## config.mk

```make
export PLATFORM = sky130hd
export DESIGN_NAME = branch_ctrl_predictor_flat
export DESIGN_NICKNAME = d
export VERILOG_FILES = /design/src/rtl/branch_ctrl_predictor_if.sv /design/src/rtl/branch_ctrl_predictor.sv /design/src/flat_wrapper.sv
export SDC_FILE = /design/constraint.sdc
export NUM_CORES = 1
export LEC_CHECK = 0
export ABC_AREA = 1
export CAP_MARGIN = 20
export CORE_AREA = 2 2 95 97
export CTS_CLUSTER_SIZE = 10
export DETAILED_ROUTE_END_ITERATION = 10
export DIE_AREA = 0 0 97 99
export HOLD_SLACK_MARGIN = 0.15
export PLACE_DENSITY_LB_ADDON = 0.2
export REMOVE_ABC_BUFFERS = 1
export SYNTH_ARGS = -nofsm -noshare
export SYNTH_HDL_FRONTEND = slang
export SYNTH_SLANG_ARGS = --single-unit
```

## constraint.sdc

```tcl
create_clock -name clk -period 2.1 [get_ports clk]
set_clock_uncertainty 0.15 [all_clocks]
set_input_delay 0.42 -clock clk [delete_from_list [all_inputs] [get_ports clk]]
set_output_delay 0.42 -clock clk [all_outputs]
set_load 0.02 [all_outputs]
```

## src/rtl/branch_ctrl_predictor_if.sv

```systemverilog
// ----------------------------------------------------------------------------
// branch_ctrl_predictor_if
// Purpose : groups the IF lookup and ID decode/resolve signals exchanged
//           between the pipeline and the branch controller/predictor.
// Signals :
//   if_pc_i          IF-stage PC for the prediction lookup
//   if_pred_taken_o  prediction for the IF-stage instruction
//   id_valid_i       ID stage holds a real instruction
//   id_stall_i       ID stage frozen this cycle
//   id_pc_i          PC of the ID-stage instruction
//   id_pred_taken_i  prediction carried down the IF/ID register
//   opcode_i         ID-stage opcode
//   equal_i          register-compare result from ID
//   all_ctrl_o       9-bit control bundle
//   mispredict_o     ID-stage branch mispredicted
//   redirect_taken_o on mispredict: 1 = fetch target, 0 = fetch id_pc_i+4
// Modports: master = pipeline side, slave = controller side.
// ----------------------------------------------------------------------------
interface branch_ctrl_predictor_if #(
    parameter int unsigned OP_WIDTH = 6,
    parameter int unsigned PC_WIDTH = 32
);
    logic [PC_WIDTH-1:0] if_pc_i;
    logic                if_pred_taken_o;
    logic                id_valid_i;
    logic                id_stall_i;
    logic [PC_WIDTH-1:0] id_pc_i;
    logic                id_pred_taken_i;
    logic [OP_WIDTH-1:0] opcode_i;
    logic                equal_i;
    logic [8:0]          all_ctrl_o;
    logic                mispredict_o;
    logic                redirect_taken_o;

    modport master (
        output if_pc_i, id_valid_i, id_stall_i, id_pc_i, id_pred_taken_i,
               opcode_i, equal_i,
        input  if_pred_taken_o, all_ctrl_o, mispredict_o, redirect_taken_o
    );

    modport slave (
        input  if_pc_i, id_valid_i, id_stall_i, id_pc_i, id_pred_taken_i,
               opcode_i, equal_i,
        output if_pred_taken_o, all_ctrl_o, mispredict_o, redirect_taken_o
    );
endinterface

```

## src/rtl/branch_ctrl_predictor.sv

```systemverilog
// ----------------------------------------------------------------------------
// branch_ctrl_predictor
// Purpose : ID-stage control decode (with BNE and bubble handling), branch
//           resolution / mispredict detection, an optional bimodal predictor
//           table (read in IF, trained in ID) and saturating branch /
//           mispredict statistics.
// Ports   :
//   clk, rst_n        clock, asynchronous active-low reset
//   bus (slave)       IF lookup + ID decode/resolve signals, see interface
//   branch_cnt_o      resolved branches (registered, saturating)
//   mispredict_cnt_o  mispredicted branches (registered, saturating)
// ----------------------------------------------------------------------------
module branch_ctrl_predictor #(
    parameter int unsigned OP_WIDTH     = 6,
    parameter int unsigned PC_WIDTH     = 32,
    parameter int unsigned BHT_ENTRIES  = 16,
    parameter int unsigned CTR_WIDTH    = 2,
    parameter int unsigned PREDICT_MODE = 1,
    parameter int unsigned STAT_WIDTH   = 16
) (
    input  logic                      clk,
    input  logic                      rst_n,
    branch_ctrl_predictor_if.slave    bus,
    output logic [STAT_WIDTH-1:0]     branch_cnt_o,
    output logic [STAT_WIDTH-1:0]     mispredict_cnt_o
);

    localparam int unsigned IDX_W = $clog2(BHT_ENTRIES);

    localparam logic [OP_WIDTH-1:0] OP_R    = OP_WIDTH'(6'b000000);
    localparam logic [OP_WIDTH-1:0] OP_LW   = OP_WIDTH'(6'b100011);
    localparam logic [OP_WIDTH-1:0] OP_SW   = OP_WIDTH'(6'b101011);
    localparam logic [OP_WIDTH-1:0] OP_ADDI = OP_WIDTH'(6'b001000);
    localparam logic [OP_WIDTH-1:0] OP_BEQ  = OP_WIDTH'(6'b000100);
    localparam logic [OP_WIDTH-1:0] OP_BNE  = OP_WIDTH'(6'b000101);

    // Legacy control encodings, kept bit-exact with the original core.
    localparam logic [8:0] CTRL_R     = 9'b110000101;
    localparam logic [8:0] CTRL_LW    = 9'b000110000;
    localparam logic [8:0] CTRL_SW    = 9'b001010000;
    localparam logic [8:0] CTRL_ADDI  = 9'b100010000;
    localparam logic [8:0] CTRL_BR    = 9'b000000010;
    localparam logic [8:0] CTRL_OTHER = 9'b000000110;

    localparam logic [CTR_WIDTH-1:0] CTR_MAX  = {CTR_WIDTH{1'b1}};
    localparam logic [CTR_WIDTH-1:0] CTR_INIT = CTR_WIDTH'((2 ** (CTR_WIDTH - 1)) - 1);
    localparam logic [STAT_WIDTH-1:0] STAT_MAX = {STAT_WIDTH{1'b1}};

    logic [8:0] w_ctrl;
    logic       w_is_branch;
    logic       w_taken;
    logic       w_resolved;
    logic       w_mispredict;

    logic [STAT_WIDTH-1:0] r_branch_cnt;
    logic [STAT_WIDTH-1:0] r_mispredict_cnt;

    // Opcode decode; a bubble clears the bundle and hides any branch.
    always_comb begin
        w_ctrl      = CTRL_OTHER;
        w_is_branch = 1'b0;
        case (bus.opcode_i)
            OP_R:    w_ctrl = CTRL_R;
            OP_LW:   w_ctrl = CTRL_LW;
            OP_SW:   w_ctrl = CTRL_SW;
            OP_ADDI: w_ctrl = CTRL_ADDI;
            OP_BEQ, OP_BNE: begin
                w_ctrl      = CTRL_BR;
                w_is_branch = 1'b1;
            end
            default: w_ctrl = CTRL_OTHER;
        endcase
        if (!bus.id_valid_i) begin
            w_ctrl      = 9'b0;
            w_is_branch = 1'b0;
        end
    end

    // Branch outcome and mispredict; a stalled branch is not yet resolved.
    always_comb begin
        w_taken      = (bus.opcode_i == OP_BEQ) ? bus.equal_i : ~bus.equal_i;
        w_resolved   = w_is_branch & ~bus.id_stall_i;
        w_mispredict = w_resolved & (w_taken ^ bus.id_pred_taken_i);
    end

    assign bus.all_ctrl_o       = w_ctrl;
    assign bus.mispredict_o     = w_mispredict;
    assign bus.redirect_taken_o = w_is_branch & w_taken;

    generate
        if (PREDICT_MODE == 1) begin : g_bimodal
            logic [CTR_WIDTH-1:0] r_bht [BHT_ENTRIES];
            logic [IDX_W-1:0]     w_rd_idx;
            logic [IDX_W-1:0]     w_wr_idx;
            logic [CTR_WIDTH-1:0] w_wr_ctr;
            logic [CTR_WIDTH-1:0] w_ctr_next;
            logic                 w_unused_pc;

            assign w_rd_idx    = bus.if_pc_i[IDX_W+1:2];
            assign w_wr_idx    = bus.id_pc_i[IDX_W+1:2];
            assign w_wr_ctr    = r_bht[w_wr_idx];
            assign w_unused_pc = ^{bus.if_pc_i[PC_WIDTH-1:IDX_W+2], bus.if_pc_i[1:0],
                                   bus.id_pc_i[PC_WIDTH-1:IDX_W+2], bus.id_pc_i[1:0]};

            // Saturating up/down step of the counter being trained.
            always_comb begin
                w_ctr_next = w_wr_ctr;
                if (w_taken) begin
                    if (w_wr_ctr != CTR_MAX) w_ctr_next = w_wr_ctr + CTR_WIDTH'(1);
                end else begin
                    if (w_wr_ctr != '0) w_ctr_next = w_wr_ctr - CTR_WIDTH'(1);
                end
            end

            // Single write port; no read bypass, IF sees the old value.
            always_ff @(posedge clk or negedge rst_n) begin
                if (!rst_n) begin
                    for (int i = 0; i < BHT_ENTRIES; i++) begin
                        r_bht[i] <= CTR_INIT;
                    end
                end else if (w_resolved) begin
                    r_bht[w_wr_idx] <= w_ctr_next;
                end
            end

            assign bus.if_pred_taken_o = r_bht[w_rd_idx][CTR_WIDTH-1];
        end else begin : g_static
            logic w_unused_pc;
            assign w_unused_pc         = ^{bus.if_pc_i, bus.id_pc_i};
            assign bus.if_pred_taken_o = 1'b0;
        end
    endgenerate

    // Saturating statistics; they stop at all-ones rather than wrap.
    always_ff @(posedge clk or negedge rst_n) begin
        if (!rst_n) begin
            r_branch_cnt     <= '0;
            r_mispredict_cnt <= '0;
        end else if (w_resolved) begin
            if (r_branch_cnt != STAT_MAX) r_branch_cnt <= r_branch_cnt + STAT_WIDTH'(1);
            if (w_mispredict && (r_mispredict_cnt != STAT_MAX))
                r_mispredict_cnt <= r_mispredict_cnt + STAT_WIDTH'(1);
        end
    end

    assign branch_cnt_o     = r_branch_cnt;
    assign mispredict_cnt_o = r_mispredict_cnt;

endmodule

```

## src/flat_wrapper.sv

```systemverilog
// flat-port wrapper written by rule: the top's interface ports become plain ports
module branch_ctrl_predictor_flat 
#(
    parameter int unsigned OP_WIDTH     = 6,
    parameter int unsigned PC_WIDTH     = 32,
    parameter int unsigned BHT_ENTRIES  = 16,
    parameter int unsigned CTR_WIDTH    = 2,
    parameter int unsigned PREDICT_MODE = 1,
    parameter int unsigned STAT_WIDTH   = 16
)
  (clk, rst_n, branch_cnt_o, mispredict_cnt_o, bus_if_pc_i, bus_id_valid_i, bus_id_stall_i, bus_id_pc_i, bus_id_pred_taken_i, bus_opcode_i, bus_equal_i, bus_if_pred_taken_o, bus_all_ctrl_o, bus_mispredict_o, bus_redirect_taken_o);
  branch_ctrl_predictor_if #(.OP_WIDTH(OP_WIDTH), .PC_WIDTH(PC_WIDTH)) bus_i ();
  input  logic clk;
  input  logic rst_n;
  output logic [STAT_WIDTH-1:0] branch_cnt_o;
  output logic [STAT_WIDTH-1:0] mispredict_cnt_o;
  input wire logic [$bits(bus_i.if_pc_i)-1:0] bus_if_pc_i;
  input wire logic [$bits(bus_i.id_valid_i)-1:0] bus_id_valid_i;
  input wire logic [$bits(bus_i.id_stall_i)-1:0] bus_id_stall_i;
  input wire logic [$bits(bus_i.id_pc_i)-1:0] bus_id_pc_i;
  input wire logic [$bits(bus_i.id_pred_taken_i)-1:0] bus_id_pred_taken_i;
  input wire logic [$bits(bus_i.opcode_i)-1:0] bus_opcode_i;
  input wire logic [$bits(bus_i.equal_i)-1:0] bus_equal_i;
  output wire logic [$bits(bus_i.if_pred_taken_o)-1:0] bus_if_pred_taken_o;
  output wire logic [$bits(bus_i.all_ctrl_o)-1:0] bus_all_ctrl_o;
  output wire logic [$bits(bus_i.mispredict_o)-1:0] bus_mispredict_o;
  output wire logic [$bits(bus_i.redirect_taken_o)-1:0] bus_redirect_taken_o;
  assign bus_i.if_pc_i = bus_if_pc_i;
  assign bus_i.id_valid_i = bus_id_valid_i;
  assign bus_i.id_stall_i = bus_id_stall_i;
  assign bus_i.id_pc_i = bus_id_pc_i;
  assign bus_i.id_pred_taken_i = bus_id_pred_taken_i;
  assign bus_i.opcode_i = bus_opcode_i;
  assign bus_i.equal_i = bus_equal_i;
  assign bus_if_pred_taken_o = bus_i.if_pred_taken_o;
  assign bus_all_ctrl_o = bus_i.all_ctrl_o;
  assign bus_mispredict_o = bus_i.mispredict_o;
  assign bus_redirect_taken_o = bus_i.redirect_taken_o;
  branch_ctrl_predictor #(.OP_WIDTH(OP_WIDTH), .PC_WIDTH(PC_WIDTH), .BHT_ENTRIES(BHT_ENTRIES), .CTR_WIDTH(CTR_WIDTH), .PREDICT_MODE(PREDICT_MODE), .STAT_WIDTH(STAT_WIDTH)) u_core (.clk(clk), .rst_n(rst_n), .bus(bus_i), .branch_cnt_o(branch_cnt_o), .mispredict_cnt_o(mispredict_cnt_o));
endmodule
```

* Word-level counts from Yosys, hierarchy flattened *
Index checks and enable logic that the tools add are counted.
W data, S select, Z words.

word-level totals
  output and inout port bits = 44
  register bits = 64
  input port bits = 76
  word-level logic and storage cells = 65

cells by class
  reduce and logical (&&, ||, !) cells = 7
  $lt $le $gt $ge = 3
  muxes and demuxes = 17
  add/subtract/negate cells = 4
  bitwise operators = 8
  equal/unequal tests = 8

operator list
  cell                     number
  $pmux W9 S5              1
  $add A16 B1 Y16 const B  2
  $bwmux W32               1
  $ne A16 B16 Y1 const B   2
  $bmux W2 S4              2
  $mux W2                  8
  $eq A6 B3 Y1 const B     2
  $eq A6 B6 Y1 const B     2
  $ge A5 B5 Y1 const B     2
  $not A4 Y5               2
  $mux W9                  1
  $demux W2 S4             1
  $eq A6 B4 Y1 const B     1
  $logic_not A6 Y1         1
  $lt A5 B1 Y1 const B     1
  $reduce_and A2 Y1        2
  $and A1 B1 Y1            3
  $mux W1                  3
  $add A2 B1 Y2 const B    1
  $logic_and A1 B1 Y1      2
  $ne A2 B2 Y1 const B     1
  $not A1 Y1               2
  $reduce_bool A2 Y1       1
  $reduce_or A2 Y1         1
  other kinds (2)          2

* Depth between registers and ports, before layout *
  depth after elaboration = 8
  mapped depth = 16
  gate-level depth less buffers = 13

* Worst setup path before layout *
No wires, ideal clock.

  kind = input to output
  start = in bus_opcode_i[3]
  end = out bus_mispredict_o
  setup slack = -303 ps
  arrival time = 1,833 ps
  buffers on the path = 2
  cell stages on the path = 8
  data required time = 1,530 ps
  cells stage by stage = inv_2 -> nand2_1 -> nor3_2 -> nand2_1 -> nor2_4 -> buf_6 -> buf_2 -> a21boi_0

between the ends
  cells in the longest elaborated chain, start to end = 6
  elaborated cells on any way between the ends = 9
  classes of those cells = eq/ne: 2; mux: 3; bitwise: 3; reduce/logical: 1

ends and longest elaborated chain
  what                                    RTL line                                                  text
  start, declared                         flat_wrapper.sv:22                                        input wire logic [$bits(bus_i.opcode_i)-1:0] bus_opcode_i;
  $eq A6 B3 Y1, on equally long branches  branch_ctrl_predictor.sv:62, branch_ctrl_predictor.sv:81
  $reduce_or A2 Y1                        branch_ctrl_predictor.sv:62                               case (bus.opcode_i)
  $mux W1                                 branch_ctrl_predictor.sv:62
  $mux W1                                 branch_ctrl_predictor.sv:73                               if (!bus.id_valid_i) begin
  $and A1 B1 Y1                           branch_ctrl_predictor.sv:82                               w_resolved = w_is_branch & ~bus.id_stall_i;
  $and A1 B1 Y1 *                         branch_ctrl_predictor.sv:83                               w_mispredict = w_resolved & (w_taken ^ bus.id_pred_taken_i);
  end, declared                           flat_wrapper.sv:26                                        output wire logic [$bits(bus_i.mispredict_o)-1:0] bus_mispredict_o;

Mark *: on every way between the ends. The rest lies on a longest branch, timed or not.

* Final worst setup path *
  start = in bus_if_pc_i[2]
  end = out bus_if_pred_taken_o

between the ends
  cells in the longest elaborated chain, start to end = 4

ends and longest elaborated chain
  what                                         RTL line                      text
  start, declared                              flat_wrapper.sv:17            input wire logic [$bits(bus_i.if_pc_i)-1:0] bus_if_pc_i;
  $not A4 Y5 (implied by the code)             branch_ctrl_predictor.sv:126  assign bus.if_pred_taken_o = r_bht[w_rd_idx][CTR_WIDTH-1];
  $bmux W2 S4                                  branch_ctrl_predictor.sv:126
  $mux W2 (implied by the code) (2 in series)  branch_ctrl_predictor.sv:126
  end, declared                                flat_wrapper.sv:24            output wire logic [$bits(bus_i.if_pred_taken_o)-1:0] bus_if_pred_taken_o;

No other way between the ends. The select of a mux whose other input is x is not followed.

==> results.md <==
Floorplan:
- In this run the count of I/O pins placed on the die edge is 120.
- The vertical die dimension is 99 µm.
- The area of the placeable core is 8550 µm².
- The starting density of the core is 0.472.
- The number of placement rows is 34.
- The die boundary width is 97 µm.
- The die covers 9600 µm².

Final layout:
- The layout-stage area growth over the synthesis result is 37.2%.
- Summing all non-filler instances in the final layout gives an area of 5530 µm².
- 0 antenna diodes ended up in the layout.
- In the final design database the tool counted 770 nets.
- The fraction of layout instances using a drive strength above 1 is 0.240.
- Fill cells in the final layout number 763.

Detailed routing:
- The number of antenna-violating nets in the routed design is 0.
- For this run, design rule violations remaining after detail routing come to 0.
- The first detailed-routing pass ran for 6 iterations.
- The via density per instance is 5.20.
- The via count is 4181.
- Dividing the detail-routed wire length by the instance count gives 14.3 µm.
- The number of violations reported at the end of detailed-routing iteration 0 is 332.
- The total length of routed wires is 11500 µm.

STA:
- The fraction of the cycle the final worst path needs is 0.975.
- The setup total negative slack is 0 ns.
- Setup violations remaining at the end of the flow were counted as 0.
- For this run, the top clock speed supported by timing is 489 MHz.
- After layout, the minimum clock period comes to 2.05 ns.
- The count of pins over their slew limit was 0.
- The number of endpoints with negative hold slack in the final report was 0.

Clock tree:
- After clock tree synthesis, the clock-pin slew on the worst setup and hold paths is 0.06 ns.
- The clock passes through at most 2 buffers.
- The number of clock buffers inserted by TritonCTS is 9.
- The tree is rooted in a sky130_fd_sc_hd__clkbuf_8.
- TritonCTS built the clock tree.
- For the worst-skew pair, the clock arrives at the later sink with an insertion delay of 0.35 ns.
- The number of clock sinks seen by CTS is 64.
- The total number of H-tree levels is 3.

GRT:
- The first-pass GRT wire length is 18500 µm.
- The global route total overflow is 0.
- The via count of the first global-routing pass is 4069.
- The maximum number of pins on one net before global-route repair is 39.
- The number of antenna violations at the first check in global routing is 0.
- The total global routing track utilization is 0.233.

Setup path:
- The largest driver fanout on the critical path is 6.
- The critical path capture point is bus_if_pred_taken_o.
- In this run the register-to-register setup slack is 0.12 ns.
- The kind of capture point of the worst setup path is a primary output.
- The worst setup path is launched from a primary input.
- The startpoint of the worst register-to-register path is u_core.mispredict_cnt_o[0]$_DFFE_PN0P_.
- The required arrival time at the worst endpoint is 1.53 ns.
- For the worst setup path, the data arrival time is 1.48 ns.
- The capture instance of the worst register-to-register path is u_core.mispredict_cnt_o[10]$_DFFE_PN0P_.
- The launch point of the critical path is bus_if_pc_i[2].
- The cell depth of the worst flop-to-flop path is 9.
- The classification of the worst setup path is primary input to primary output.

Synth:
- The per-instance average area after synthesis is 7.13 µm².
- Counting flops with an async set or reset pin after synthesis yields a share of 1.00.
- The number of distinct standard cells referenced by the synthesized netlist is 35.
- The number of enable flip-flop cells after synthesis is 0.
- After synthesis the netlist holds a flip-flop and latch count of 64.
- The most used flip-flop cell after synthesis is sky130_fd_sc_hd__dfrtp_1.
- The total number of yosys warnings is 0.
- The total standard cell area after synthesis is 4030 µm².
- The synthesized instance count is 566.
- The sequential element share of the synthesized area is 0.402.

Place:
- Detailed placement ended at an HPWL of 7800 µm.
- After detailed placement, the total cell area comes to 5120 µm².
- The congestion estimate from routability-driven global placement came to 0.979.
- The number of port buffers is 62.

Flow run:
- The number of violations of the max-capacitance limit is 0.

Power and ir drop:
- The leakage power total is 2.74 nW.
- In this run the power density over the cells is 488 nW/µm².
- Across the VDD grid, the largest voltage drop is 0.388 mV.

Status:
- The flow ran to the end, and the final reports show no timing, DRC or antenna violations.

Worst hold path:
- The kind of path behind the tightest hold check is flip-flop to flip-flop.
- The launch point of the worst hold path is u_core.g_bimodal.r_bht[12]$_DFFE_PN1P_.
## flip-flops by register name, summed over array words and instances, names as in the netlist
signal / cells
u_core.branch_cnt_o: 16
u_core.g_bimodal.r_bht: 32
u_core.mispredict_cnt_o: 16
## repair_timing
| item | CTS | global route |
|---|---|---|
| resized for setup | 95 | 42 |
| buffers inserted | 6 | 5 |
| gates cloned | 1 | 2 |
| endpoints found under the hold margin | 13 | 0 |
| pin swaps | 13 | 15 |
| setup endpoints to repair | 75 | 71 |
| hold buffers | 1 | 0 |
## critical path: stages
cell and delay [ns]:
sky130_fd_sc_hd__dlygate4sd2_1 0.26, sky130_fd_sc_hd__buf_6 0.15, sky130_fd_sc_hd__mux2i_2 0.15, sky130_fd_sc_hd__o211ai_1 0.19, sky130_fd_sc_hd__nand3_1 0.10, sky130_fd_sc_hd__nand2_1 0.08, sky130_fd_sc_hd__buf_6 0.12
## layer usage
metal | global-route usage | wire length [µm] | up-vias
li1 | - | - | 2055
met1 | 0.309 | 5010 | 1927
met2 | 0.386 | 5440 | 179
met3 | 0.0440 | 826 | 20
met4 | 0.0813 | 219 | 0
met5 | 0 | 0 | -
## worst min path at each step
stage | endpoint | slack, ns | depth (start not counted)
after global routing | u_core.g_bimodal.r_bht[30]$_DFFE_PN1P_ | 0.33 | 2
after CTS | u_core.g_bimodal.r_bht[12]$_DFFE_PN1P_ | 0.32 | 2
final | u_core.g_bimodal.r_bht[12]$_DFFE_PN1P_ | 0.32 | 2
after detailed placement | u_core.g_bimodal.r_bht[21]$_DFFE_PN0P_ | 0.26 | 1
after floorplan | u_core.branch_cnt_o[0]$_DFFE_PN0P_ | -0.03 | 0
after global placement | u_core.g_bimodal.r_bht[5]$_DFFE_PN0P_ | 0.25 | 1
## report_power, final
group          total, mW  leakage (nW)  internal [mW]  switching, mW
logic              0.395          1.83          0.169          0.226
clock network       1.04        0.0948          0.537          0.500
registers           1.27         0.815           1.26         0.0151
## cell families (layout without fill, tap and decap cells)
logic type,count (synthesis),in the layout,share of synthesized area
simple gates,381,383,0.407
flops,64,64,0.402
buf+inv,62,190,0.0754
xor+xnor,30,30,0.0670
compound gates,22,22,0.0313
mux,4,4,0.00993
fa+ha+maj,2,2,0.00620
other cells,1,1,0.000930
## Yosys cell counts, types with 2 or more instances
cell | instances | area, µm²
sky130_fd_sc_hd__o21ai_0 | 8 | 40.0
sky130_fd_sc_hd__nor2_2 | 5 | 31.3
sky130_fd_sc_hd__nand3_1 | 46 | 230
sky130_fd_sc_hd__nand2_2 | 5 | 31.3
sky130_fd_sc_hd__xor2_1 | 18 | 158
sky130_fd_sc_hd__buf_4 | 4 | 30.0
sky130_fd_sc_hd__o211ai_1 | 4 | 30.0
sky130_fd_sc_hd__ha_1 | 2 | 25.0
sky130_fd_sc_hd__nor3_2 | 2 | 20.0
sky130_fd_sc_hd__a21oi_1 | 8 | 40.0
sky130_fd_sc_hd__nand4_1 | 24 | 150
sky130_fd_sc_hd__buf_2 | 7 | 35.0
sky130_fd_sc_hd__nor2_1 | 42 | 158
sky130_fd_sc_hd__inv_1 | 39 | 146
sky130_fd_sc_hd__inv_2 | 3 | 11.3
sky130_fd_sc_hd__nor4_1 | 3 | 18.8
sky130_fd_sc_hd__dfstp_2 | 16 | 420
sky130_fd_sc_hd__buf_6 | 6 | 67.6
sky130_fd_sc_hd__dfrtp_1 | 48 | 1200
sky130_fd_sc_hd__xnor2_1 | 11 | 96.3
sky130_fd_sc_hd__nor3_1 | 9 | 45.0
sky130_fd_sc_hd__mux2i_1 | 4 | 40.0
sky130_fd_sc_hd__nand2_1 | 240 | 901
## cells in the final DEF (no fill, tap or decap), types with 3 or more instances in the layout
cell,count
sky130_fd_sc_hd__dfrtp_1,48
sky130_fd_sc_hd__nand2_4,5
sky130_fd_sc_hd__nor2_2,6
sky130_fd_sc_hd__o211ai_1,4
sky130_fd_sc_hd__dfstp_2,16
sky130_fd_sc_hd__dlygate4sd2_1,4
sky130_fd_sc_hd__nor2_1,38
sky130_fd_sc_hd__nand4_1,24
sky130_fd_sc_hd__buf_4,64
sky130_fd_sc_hd__xor2_1,17
sky130_fd_sc_hd__inv_2,9
sky130_fd_sc_hd__a21oi_1,7
sky130_fd_sc_hd__mux2i_1,3
sky130_fd_sc_hd__buf_2,9
sky130_fd_sc_hd__clkbuf_8,9
sky130_fd_sc_hd__clkdlybuf4s50_1,38
sky130_fd_sc_hd__inv_4,3
sky130_fd_sc_hd__xnor2_1,11
sky130_fd_sc_hd__o21ai_1,6
sky130_fd_sc_hd__nand2_1,233
sky130_fd_sc_hd__nor3_1,9
sky130_fd_sc_hd__nand2_2,8
sky130_fd_sc_hd__inv_1,32
sky130_fd_sc_hd__nor2_4,4
sky130_fd_sc_hd__nand3_1,45
sky130_fd_sc_hd__buf_12,4
sky130_fd_sc_hd__clkinv_2,3
sky130_fd_sc_hd__buf_6,6
## area by class of cell
| class | instances | area (µm²) | share of cell area |
|---|---|---|---|
| clock inverters | 6 | 61.3 | 0.0111 |
| multi-input cells | 442 | 2270 | 0.410 |
| inverters | 44 | 173 | 0.0312 |
| flip-flops and latches | 64 | 1620 | 0.293 |
| clock buffers | 9 | 124 | 0.0224 |
| well taps | 108 | 135 | 0.0244 |
| repair buffers | 131 | 1150 | 0.208 |
## metrics by stage
stage	power [mW]	hold slack, ns	util	setup slack [ns]	std cells
3_5_place_dp	1.64	0.256	0.599	-0.940	774
3_3_place_gp	1.63	0.252	0.599	-0.804	774
4_1_cts	2.69	0.319	0.629	-0.00356	797
5_1_grt	2.81	0.329	0.647	-0.00978	804
6_report	2.70	0.317	0.647	0.0530	804
2_1_floorplan	1.42	-0.0256	-	-0.397	548
Note: power is estimated with default switching activity, not from simulation.
